[src/rtl/ifu_pcgen_if.sv]
// ifu_pcgen_if
// Bundles the fetch-side signals of ifu_pcgen:
//   branch resolution : bmu_vld, ifetch_taken, ifetch_taken_pc
//   imem request      : imem_req_vld, imem_req_rdy, imem_req_addr
//   imem response     : imem_rsp_vld, imem_rsp_data
//   decode handoff    : inst_vld, inst_rdy, inst, inst_pc
// master = the PC generator, slave = its environment (execute, memory, decode).
interface ifu_pcgen_if;
   logic        bmu_vld;
   logic        ifetch_taken;
   logic [63:0] ifetch_taken_pc;

   logic        imem_req_vld;
   logic        imem_req_rdy;
   logic [63:0] imem_req_addr;

   logic        imem_rsp_vld;
   logic [31:0] imem_rsp_data;

   logic        inst_vld;
   logic        inst_rdy;
   logic [31:0] inst;
   logic [63:0] inst_pc;

   modport master (
      input  bmu_vld, ifetch_taken, ifetch_taken_pc,
      input  imem_req_rdy, imem_rsp_vld, imem_rsp_data, inst_rdy,
      output imem_req_vld, imem_req_addr, inst_vld, inst, inst_pc
   );

   modport slave (
      output bmu_vld, ifetch_taken, ifetch_taken_pc,
      output imem_req_rdy, imem_rsp_vld, imem_rsp_data, inst_rdy,
      input  imem_req_vld, imem_req_addr, inst_vld, inst, inst_pc
   );
endinterface

[src/rtl/ifu_pcgen.sv]
// ifu_pcgen
// Fetch PC generator and single-outstanding instruction-fetch controller.
// Owns the fetch PC, issues one request at a time to instruction memory,
// holds each returned instruction for decode, and steers the PC on taken
// branch redirects, discarding wrong-path fetches.
// Ports:
//   clk  : clock, all state on rising edge
//   rst  : synchronous active-high reset
//   bus  : ifu_pcgen_if.master (branch resolution, imem req/rsp, decode handoff)
//
// state | meaning
// ------+-----------------------------------------------------------
// IDLE  | one cycle after reset, no request yet
// REQ   | request valid at req_addr, waiting for imem_req_rdy
// WAIT  | request accepted, waiting for its response
// HOLD  | instruction registered, offered to decode
// KILL  | accepted request is wrong-path, discard its response
module ifu_pcgen #(
   parameter logic [63:0] RESET_PC = 64'h8000_0000
) (
   input  logic         clk,
   input  logic         rst,
   ifu_pcgen_if.master  bus
);

   localparam logic [2:0] ST_IDLE = 3'd0;
   localparam logic [2:0] ST_REQ  = 3'd1;
   localparam logic [2:0] ST_WAIT = 3'd2;
   localparam logic [2:0] ST_HOLD = 3'd3;
   localparam logic [2:0] ST_KILL = 3'd4;

   localparam logic [63:0] RESET_PC_ALIGNED = RESET_PC & ~64'h3;

   logic [2:0]  state_q, state_d;
   logic [63:0] pc_q, pc_d;
   logic [63:0] req_addr_q, req_addr_d;
   logic        kill_pend_q, kill_pend_d;
   logic [31:0] inst_q, inst_d;
   logic [63:0] inst_pc_q, inst_pc_d;

   logic        redirect;
   logic [63:0] target;
   logic [63:0] pc_seq;

   assign redirect = bus.bmu_vld & bus.ifetch_taken;
   assign target   = bus.ifetch_taken_pc & ~64'h3;
   assign pc_seq   = pc_q + 64'd4;

   always_comb begin
      state_d     = state_q;
      pc_d        = pc_q;
      req_addr_d  = req_addr_q;
      kill_pend_d = kill_pend_q;
      inst_d      = inst_q;
      inst_pc_d   = inst_pc_q;

      case (state_q)
         ST_IDLE: begin
            state_d = ST_REQ;
         end

         ST_REQ: begin
            // A redirect before acceptance cannot retract the request; the
            // stale fetch is remembered and discarded once it completes.
            if (redirect) begin
               pc_d = target;
            end
            kill_pend_d = kill_pend_q | redirect;
            if (bus.imem_req_rdy) begin
               state_d = (kill_pend_q | redirect) ? ST_KILL : ST_WAIT;
            end
         end

         ST_WAIT: begin
            if (redirect) begin
               pc_d = target;
               if (bus.imem_rsp_vld) begin
                  state_d = ST_REQ;
               end else begin
                  state_d     = ST_KILL;
                  kill_pend_d = 1'b1;
               end
            end else if (bus.imem_rsp_vld) begin
               inst_d    = bus.imem_rsp_data;
               inst_pc_d = pc_q;
               pc_d      = pc_seq;
               state_d   = ST_HOLD;
            end
         end

         ST_KILL: begin
            if (redirect) begin
               pc_d = target;
            end
            if (bus.imem_rsp_vld) begin
               kill_pend_d = 1'b0;
               state_d     = ST_REQ;
            end
         end

         ST_HOLD: begin
            if (redirect) begin
               pc_d    = target;
               state_d = ST_REQ;
            end else if (bus.inst_rdy) begin
               state_d = ST_REQ;
            end
         end

         default: begin
            state_d = ST_IDLE;
         end
      endcase

      // The request address is latched on entry to REQ so that a redirect
      // while the request is stalled does not disturb the offered address.
      if ((state_d == ST_REQ) && (state_q != ST_REQ)) begin
         req_addr_d = pc_d;
      end
   end

   always_ff @(posedge clk) begin
      if (rst) begin
         state_q     <= ST_IDLE;
         pc_q        <= RESET_PC_ALIGNED;
         req_addr_q  <= RESET_PC_ALIGNED;
         kill_pend_q <= 1'b0;
         inst_q      <= 32'd0;
         inst_pc_q   <= 64'd0;
      end else begin
         state_q     <= state_d;
         pc_q        <= pc_d;
         req_addr_q  <= req_addr_d;
         kill_pend_q <= kill_pend_d;
         inst_q      <= inst_d;
         inst_pc_q   <= inst_pc_d;
      end
   end

   assign bus.imem_req_vld  = (state_q == ST_REQ);
   assign bus.imem_req_addr = req_addr_q;
   // Masked in a redirect cycle so decode never takes a wrong-path instruction.
   assign bus.inst_vld      = (state_q == ST_HOLD) & ~redirect;
   assign bus.inst          = inst_q;
   assign bus.inst_pc       = inst_pc_q;

endmodule

[src/flat_wrapper.sv]
// flat-port wrapper written by rule: the top's interface ports become plain ports
module ifu_pcgen_flat 
#(
   parameter logic [63:0] RESET_PC = 64'h8000_0000
)
  (clk, rst, bus_bmu_vld, bus_ifetch_taken, bus_ifetch_taken_pc, bus_imem_req_rdy, bus_imem_rsp_vld, bus_imem_rsp_data, bus_inst_rdy, bus_imem_req_vld, bus_imem_req_addr, bus_inst_vld, bus_inst, bus_inst_pc);
  ifu_pcgen_if bus_i ();
  input  logic clk;
  input  logic rst;
  input wire logic [$bits(bus_i.bmu_vld)-1:0] bus_bmu_vld;
  input wire logic [$bits(bus_i.ifetch_taken)-1:0] bus_ifetch_taken;
  input wire logic [$bits(bus_i.ifetch_taken_pc)-1:0] bus_ifetch_taken_pc;
  input wire logic [$bits(bus_i.imem_req_rdy)-1:0] bus_imem_req_rdy;
  input wire logic [$bits(bus_i.imem_rsp_vld)-1:0] bus_imem_rsp_vld;
  input wire logic [$bits(bus_i.imem_rsp_data)-1:0] bus_imem_rsp_data;
  input wire logic [$bits(bus_i.inst_rdy)-1:0] bus_inst_rdy;
  output wire logic [$bits(bus_i.imem_req_vld)-1:0] bus_imem_req_vld;
  output wire logic [$bits(bus_i.imem_req_addr)-1:0] bus_imem_req_addr;
  output wire logic [$bits(bus_i.inst_vld)-1:0] bus_inst_vld;
  output wire logic [$bits(bus_i.inst)-1:0] bus_inst;
  output wire logic [$bits(bus_i.inst_pc)-1:0] bus_inst_pc;
  assign bus_i.bmu_vld = bus_bmu_vld;
  assign bus_i.ifetch_taken = bus_ifetch_taken;
  assign bus_i.ifetch_taken_pc = bus_ifetch_taken_pc;
  assign bus_i.imem_req_rdy = bus_imem_req_rdy;
  assign bus_i.imem_rsp_vld = bus_imem_rsp_vld;
  assign bus_i.imem_rsp_data = bus_imem_rsp_data;
  assign bus_i.inst_rdy = bus_inst_rdy;
  assign bus_imem_req_vld = bus_i.imem_req_vld;
  assign bus_imem_req_addr = bus_i.imem_req_addr;
  assign bus_inst_vld = bus_i.inst_vld;
  assign bus_inst = bus_i.inst;
  assign bus_inst_pc = bus_i.inst_pc;
  ifu_pcgen #(.RESET_PC(RESET_PC)) u_core (.clk(clk), .rst(rst), .bus(bus_i));
endmodule
[config.mk]
export PLATFORM = sky130hd
export DESIGN_NAME = ifu_pcgen_flat
export DESIGN_NICKNAME = d
export VERILOG_FILES = /design/src/rtl/ifu_pcgen_if.sv /design/src/rtl/ifu_pcgen.sv /design/src/flat_wrapper.sv
export SDC_FILE = /design/constraint.sdc
export NUM_CORES = 1
export LEC_CHECK = 0
export CAP_MARGIN = 15
export CORE_MARGIN = 2
export CORE_UTILIZATION = 50
export DETAILED_ROUTE_END_ITERATION = 7
export PLACE_DENSITY_LB_ADDON = 0.25
export SLEW_MARGIN = 15
export SYNTH_ARGS = -nofsm -noshare
export SYNTH_HDL_FRONTEND = slang
export SYNTH_SLANG_ARGS = --single-unit
[constraint.sdc]
create_clock -name clk -period 2.6 [get_ports clk]
set_input_delay 0.39 -clock clk [delete_from_list [all_inputs] [get_ports clk]]
set_output_delay 0.39 -clock clk [all_outputs]
set_load 0.01 [all_outputs]
==> results of run 1 <==
-- routing by layer --
metal / wire length (um) / part of all wire / GRT usage / vias to the layer above
li1: - / - / - / 5807
met1: 17800 / 0.41 / 0.499 / 6036
met2: 20100 / 0.46 / 0.610 / 749
met3: 4600 / 0.11 / 0.0684 / 100
met4: 1190 / 0.027 / 0.0949 / 0
met5: 0 / 0 / 0 / -
-- power by group --
part / total (mW) / internal, mW / switching [mW]
clock: 3.35 / 1.90 / 1.44
sequential: 3.84 / 3.68 / 0.163
combinational: 1.58 / 0.747 / 0.837
total: 8.77 / 6.33 / 2.44
-- cell type report --
type,instances,area (um^2)
clock inverter,8,47.5
timing repair buffer,439,4040
inverter,13,48.8
clock buffer,35,713
sequential,228,4570
fill,1636,5600
tap,275,344
multi-input combinational,1036,5730
-- logic make-up (layout without fill, tap and decap cells) --
kind of cell	count (synthesis)	in the layout	share of synthesized area
flip-flops	228	228	0.423
AND/OR/NAND/NOR	660	660	0.298
multiplexers	11	11	0.0109
XOR/XNOR	2	2	0.00162
AO/OA/AOI/OAI	362	362	0.215
adder cells (fa/ha/maj)	1	1	0.00116
buffers and inverters	133	495	0.0499
-- final timing paths --
check / from / to / slack, ps / cells past startpoint
setup / recovery: u_core.state_q[0]$_SDFF_PP0_ / bus_inst_vld / 130 / 5
hold / removal: rst / u_core.pc_q[50]$_SDFF_PP0_ / 130 / 2
hold reg to reg: u_core.bus.inst_pc[55]$_SDFFE_PP0P_ / u_core.bus.inst_pc[55]$_SDFFE_PP0P_ / 450 / 2
setup reg to reg: u_core.state_q[2]$_SDFF_PP0_ / u_core.bus.imem_req_addr[56]$_SDFFE_PP0P_ / 140 / 7
-- through the flow --
stage               hold slack [ps]  cell area (um^2)
global placement                441             14700
global route                    133             15500
detailed placement              446             14700
floorplan                       441             10800
finish                          131             15500
CTS                             117             15500
-- critical path, stage by stage, from the launching register on --
cell             delay (ps)
dfxtp_1                 350
buf_4                   170
nor2b_1                 130
buf_4                   160
and3_1                  200
clkdlybuf4s50_1         540
-- layout by cell type (no fill, tap or decap), types with 7 or more instances in the layout --
cell	count
and2_1	12
and3_1	19
nand4_1	54
a31oi_1	36
dfxtp_1	227
a21oi_1	139
clkdlybuf4s50_1	260
nor2_1	97
nor3_1	40
nand3_1	50
o31ai_1	12
a221oi_1	8
buf_12	7
a211oi_1	19
a311oi_1	18
nand2_1	288
nor4_1	28
buf_4	170
clkbuf_16	25
o211ai_1	14
or4_1	12
or3_1	12
o22ai_1	13
o21ai_0	43
inv_1	10
-- registers in the layout (all words and copies together) (netlist names) --
register and cells:
u_core.bus.inst_pc 64, u_core.pc_q 64, u_core.state_q 3, u_core.bus.inst 32, u_core.kill_pend_q 1, u_core.bus.imem_req_addr 64
==> metrics.md, run 1 <==
| Metric | Value |
|---|---|
| Initial Util | `0.512` |
| Post-Syn Area | `0.0108 mm^2` |
| Detailed Place HPWL | `32.4 mm` |
| Top_reg_cell synth | `dfxtp_1` |
| H-tree levels | `1` |
| Most common cell in the netlist | `nand2_1` |
| Run status | `complete, no violations` |
| Vias in the first global route | `11774` |
| Total power | `8.77 mW` |
| Yosys top cell by area | `dfxtp_1` |
| Mapped Avg Cell Area | `7.72 um^2` |
| Final period util | `0.952` |
| Setup bufs post-CTS | `0` |
| Core area | `0.0211 mm^2` |
| Cts bufs inserted | `25` |
| Final nets | `1847` |
| Post-synth EDFFs | `0` |
| PortBufs | `262` |
| Fin util | `0.734` |
| Fmax | `404 MHz` |
| CTS tree | `done` |
| Layout area overhead | `43.5%` |
| Max-cap violations | `0` |
| Share of layout cells above drive strength 1 | `0.140` |
| Critical path endpoint category | `output port` |
| Top Ports | `265` |
| Router iterations before antenna repair | `7` |
| # rows | `53` |
| Setup TNS | `0 ps` |
| Root buf cell | `clkbuf_16` |
| Worst-path clk slew | `60 ps` |
| Crit-path max FO | `8` |
| Final Routed Wirelength | `43.7 mm` |
| Final Hold Viols | `0` |
| Power Density | `566 mW/mm^2` |
| Syn nets | `1501` |
| Clock Latency Late Sink | `530 ps` |
| DP Cell Count | `1991` |
| Yosys warnings | `0` |
| Largest net degree at the start of global routing | `100` |
| Commonest cells in the netlist | `nand2_1, dfxtp_1, a21oi_1` |
| Clk sinks | `228` |
| Initial antenna violation count | `0` |
| Final worst slack | `126 ps` |
| Area share of the largest cell type after synthesis | `0.423` |
| Max Clock Skew | `23.3 ps` |
| Chip width | `151 um` |
| FF+latch count, synth | `228` |
| Resized cells post-CTS | `2` |
| Total number of vias | `12692` |
| Die Y-Extent | `151 um` |
| DRT iter0 DRCs | `1263` |
| Grt total ovfl | `0` |
| Crit path DAT | `2080 ps` |
| Vias per inst | `6.24` |
| Setup Viol. Count Final | `0` |
| GRT Total Usage | `0.369` |
| Unrepaired setup endpoints after global routing | `false` |
| Minimum clock period | `2470 ps` |
| Pins Over Slew Limit | `0` |
| Post-DRT Antenna Nets | `0` |
| Leak | `5.38 nW` |
| Longest Clk Path Bufs | `3` |
| Synth top area cells | `dfxtp_1, nand2_1, a21oi_1` |
| Die ar. | `0.0228 mm^2` |
| Synth async-reset ratio | `0` |
| Ant. Diodes | `0` |
| Critical path data required time | `2210 ps` |
| GP Congestion | `1.01` |
| Setup CP Type | `register to output port` |
| Hold_buf cts | `0` |
| Critical Path Source Type | `register` |
| Worst slew pin tran | `1020 ps` |
| Seq/Total Area, Yosys | `0.423` |
| Post-Layout Cell Count | `2034` |
| Global-route wire length before repair | `65.5 mm` |
| Residual DRC | `0` |
| Place WS | `-83.4 ps` |
| Synth cell types | `78` |
| Worst slew margin | `0.317` |
| Worst Hold Class | `input port to register` |
| Cells after Synth | `1397` |
| Post-DR wirelength/cell | `21.5 um` |
| VDD IR-drop max | `0.589 mV` |
Note: power is estimated with default switching activity, not from simulation.
==> run 2, diff against run 1 <==
- PLACE_DENSITY: unset -> 0.81
- PLACE_DENSITY_LB_ADDON: 0.25 -> unset
- TNS_END_PERCENT: unset -> 10
==> metrics.md, run 2 (synthesis gave the netlist of run 1 again) <==
| Metric | Value |
|---|---|
| Run status | `finished with violations (was complete, no violations)` |
| Failing checks | `negative setup slack` |
| GP Congestion | `0.980 (was 1.01)` |
| Detailed Place HPWL | `32.5 mm (was 32.4 mm)` |
| Post-DR wirelength/cell | `21.7 um (was 21.5 um)` |
| CP top delay family | `buffers and inverters (unchanged)` |
| Residual DRC | `0 (unchanged)` |
| Largest net degree at the start of global routing | `198 (was 100)` |
| Vias in the first global route | `11941 (was 11774)` |
| Register-to-Register Path Depth | `7 (unchanged)` |
| Core area | `0.0211 mm^2 (unchanged)` |
| Pint | `6.18 mW (was 6.33 mW)` |
| Pins Over Slew Limit | `0 (unchanged)` |
| Power share of the combinational group | `0.185 (was 0.181)` |
| Minimum clock period | `2640 ps (was 2470 ps)` |
| Worst min-delay path startpoint | `bus_imem_rsp_data[22] (was rst)` |
| H-tree levels | `1 (unchanged)` |
| Fmax | `379 MHz (was 404 MHz)` |
| Initial antenna violation count | `1 (was 0)` |
| Max Clock Skew | `13.3 ps (was 23.3 ps)` |
| Final Routed Wirelength | `44.2 mm (was 43.7 mm)` |
| CTS tree | `done (unchanged)` |
| Longest Clk Path Bufs | `3 (unchanged)` |
| Layout area overhead | `43.8% (was 43.5%)` |
| Hold_buf cts | `0 (unchanged)` |
| Crit path DAT | `2250 ps (was 2080 ps)` |
| Grt total ovfl | `0 (unchanged)` |
| Power Density | `556 mW/mm^2 (was 566 mW/mm^2)` |
| R2R Setup Slk | `80 ps (was 140 ps)` |
| Critical-path top delay cell | `clkdlybuf4s50_1 (unchanged)` |
| Critical path data required time | `2210 ps (about the same)` |
| Post-Layout Cell Count | `2039 (was 2034)` |
| Worst path most repeated cell | `buf_4 (unchanged)` |
| Final nets | `1854 (was 1847)` |
| FF-to-FF End | `u_core.pc_q[36]$_SDFF_PP0_ (was u_core.bus.imem_req_addr[56]$_SDFFE_PP0P_)` |
| Share of layout cells above drive strength 1 | `0.142 (was 0.140)` |
| Most frequent cells in the layout | `nand2_1, clkdlybuf4s50_1, dfxtp_1, buf_4, a21oi_1 (unchanged)` |
| RR Startpoint | `u_core.pc_q[18]$_SDFF_PP0_ (was u_core.state_q[2]$_SDFF_PP0_)` |
| CP max stage delay | `540 ps (about the same)` |
| Worst Hold End | `u_core.bus.inst[22]$_SDFFE_PP0P_ (was u_core.pc_q[50]$_SDFF_PP0_)` |
| Router iterations before antenna repair | `5 (was 7)` |
| Setup TNS | `-38.3 ps (was 0 ps)` |
| Worst slew margin | `0.341 (was 0.317)` |
| DRT iter0 DRCs | `1342 (was 1263)` |
| VDD IR-drop max | `0.620 mV (was 0.589 mV)` |
| Setup CP Type | `register to output port (unchanged)` |
| Layout fillers | `1626 (was 1636)` |
| Cell count along the critical path | `5 (unchanged)` |
| Worst Hold Depth | `3 (was 2)` |
| Final worst slack | `-38.3 ps (was 126 ps)` |
| CP Launch Point | `u_core.state_q[0]$_SDFF_PP0_ (unchanged)` |
| Vias per inst | `6.23 (was 6.24)` |
| Commonest non-fill, non-tap cell in the layout | `nand2_1 (unchanged)` |
| Final period util | `1.01 (was 0.952)` |
| Leak | `5.38 nW (about the same)` |
| Unrepaired setup endpoints after global routing | `true (was false)` |
| DP Cell Count | `1999 (was 1991)` |
| Initial Util | `0.512 (unchanged)` |
| PortBufs | `262 (unchanged)` |
| Die ar. | `0.0228 mm^2 (unchanged)` |
| Clock share of power | `0.370 (was 0.382)` |
| Cts bufs inserted | `24 (was 25)` |
| WHS | `402 ps (was 131 ps)` |
| Worst slew pin tran | `988 ps (was 1020 ps)` |
| Max-cap violations | `0 (unchanged)` |
| Total number of vias | `12693 (was 12692)` |
| Switching power | `2.44 mW (about the same)` |
| Setup Viol. Count Final | `1 (was 0)` |
| Global-route wire length before repair | `66.7 mm (was 65.5 mm)` |
| GRT Total Usage | `0.378 (was 0.369)` |
| Final Hold Viols | `0 (unchanged)` |
| Critical-path cell list | `buf_4, nor2b_1, buf_4, and3_1, clkdlybuf4s50_1 (unchanged)` |
| Post-DRT Antenna Nets | `0 (unchanged)` |
| Clk sinks | `228 (unchanged)` |
| Crit-path max FO | `10 (was 8)` |
| Switching fraction of total power | `0.283 (was 0.278)` |
| Critical path endpoint category | `output port (unchanged)` |
| Root buf cell | `clkbuf_16 (unchanged)` |
| Fin util | `0.736 (was 0.734)` |
| Worst-path clk slew | `60 ps (about the same)` |
| CP bufs+invs | `3 (unchanged)` |
| Clock Latency Late Sink | `540 ps (was 530 ps)` |
| Total power | `8.63 mW (was 8.77 mW)` |
| Top Ports | `265 (unchanged)` |
| Die Y-Extent | `151 um (unchanged)` |
| Worst Hold Class | `input port to register (unchanged)` |
| Critical Path Source Type | `register (unchanged)` |
| # rows | `53 (unchanged)` |
| Chip width | `151 um (unchanged)` |
| Sequential Power Share | `0.445 (was 0.438)` |
## run 2: changes by cell type in the layout (fill, tap and decap cells not counted), sizes merged, moves of 3 or more
cell,previous run,this run
clkbuf,35,32
clkinv,10,6
clkinvlp,0,4
buf,178,186
## run 2: per-stage QoR
stage	setup slack, ps	instance area (um^2)
2_1_floorplan	428	10800
3_3_place_gp	-155	14800
3_5_place_dp	-159	14800
4_1_cts	24.7	15500
5_1_grt	-30.5	15500
6_report	-38.3	15500
## run 2: power by group through the flow
stage / clock, mW / sequential, mW / combinational, mW
floorplan: 0 / 3.91 / 0.646
global placement: 0 / 3.90 / 1.52
detailed placement: 0 / 3.90 / 1.55
CTS: 3.19 / 3.83 / 1.57
global route: 3.31 / 3.85 / 1.70
finish: 3.19 / 3.84 / 1.60
## run 2: layout make-up
cell class / instances / area [um^2] / share of cell area
Antenna cell: 1 / 2.50 / 0.000161
Tap cell: 275 / 344 / 0.0222
Multi-Input combinational cell: 1036 / 5740 / 0.370
Timing Repair Buffer: 447 / 4110 / 0.265
Sequential cell: 228 / 4560 / 0.294
Clock buffer: 32 / 651 / 0.0419
Clock inverter: 7 / 56.3 / 0.00363
Inverter: 13 / 48.8 / 0.00315
## run 2: worst reg2reg max path: stages (launching register included)
cell	delay, ps
dfxtp_1	520
nand4_4	290
nor4_4	450
buf_4	190
nand4_1	190
buf_4	240
o211ai_1	310
a31oi_1	160
## run 2: what timing repair did
item	4_1_cts	5_1_grt
pin swaps	0	0
gates resized for setup	1	3
endpoints found under the setup margin	2	6
setup buffers	0	0
## run 2: worst max-delay path by stage
stage,endpoint
final,bus_inst_vld
after global placement,u_core.bus.imem_req_addr[10]$_SDFFE_PP0P_
after CTS,bus_inst_vld
after detailed placement,u_core.bus.imem_req_addr[10]$_SDFFE_PP0P_
after global routing,bus_inst_vld
after floorplan,u_core.bus.imem_req_addr[28]$_SDFFE_PP0P_
## run 2: metal layers
layer / wire length [um] / vias up / global-route usage
li1: - / 5818 / -
met1: 18200 / 6059 / 0.510
met2: 20400 / 724 / 0.615
met3: 4420 / 92 / 0.0657
met4: 1260 / 0 / 0.126
met5: 0 / - / 0
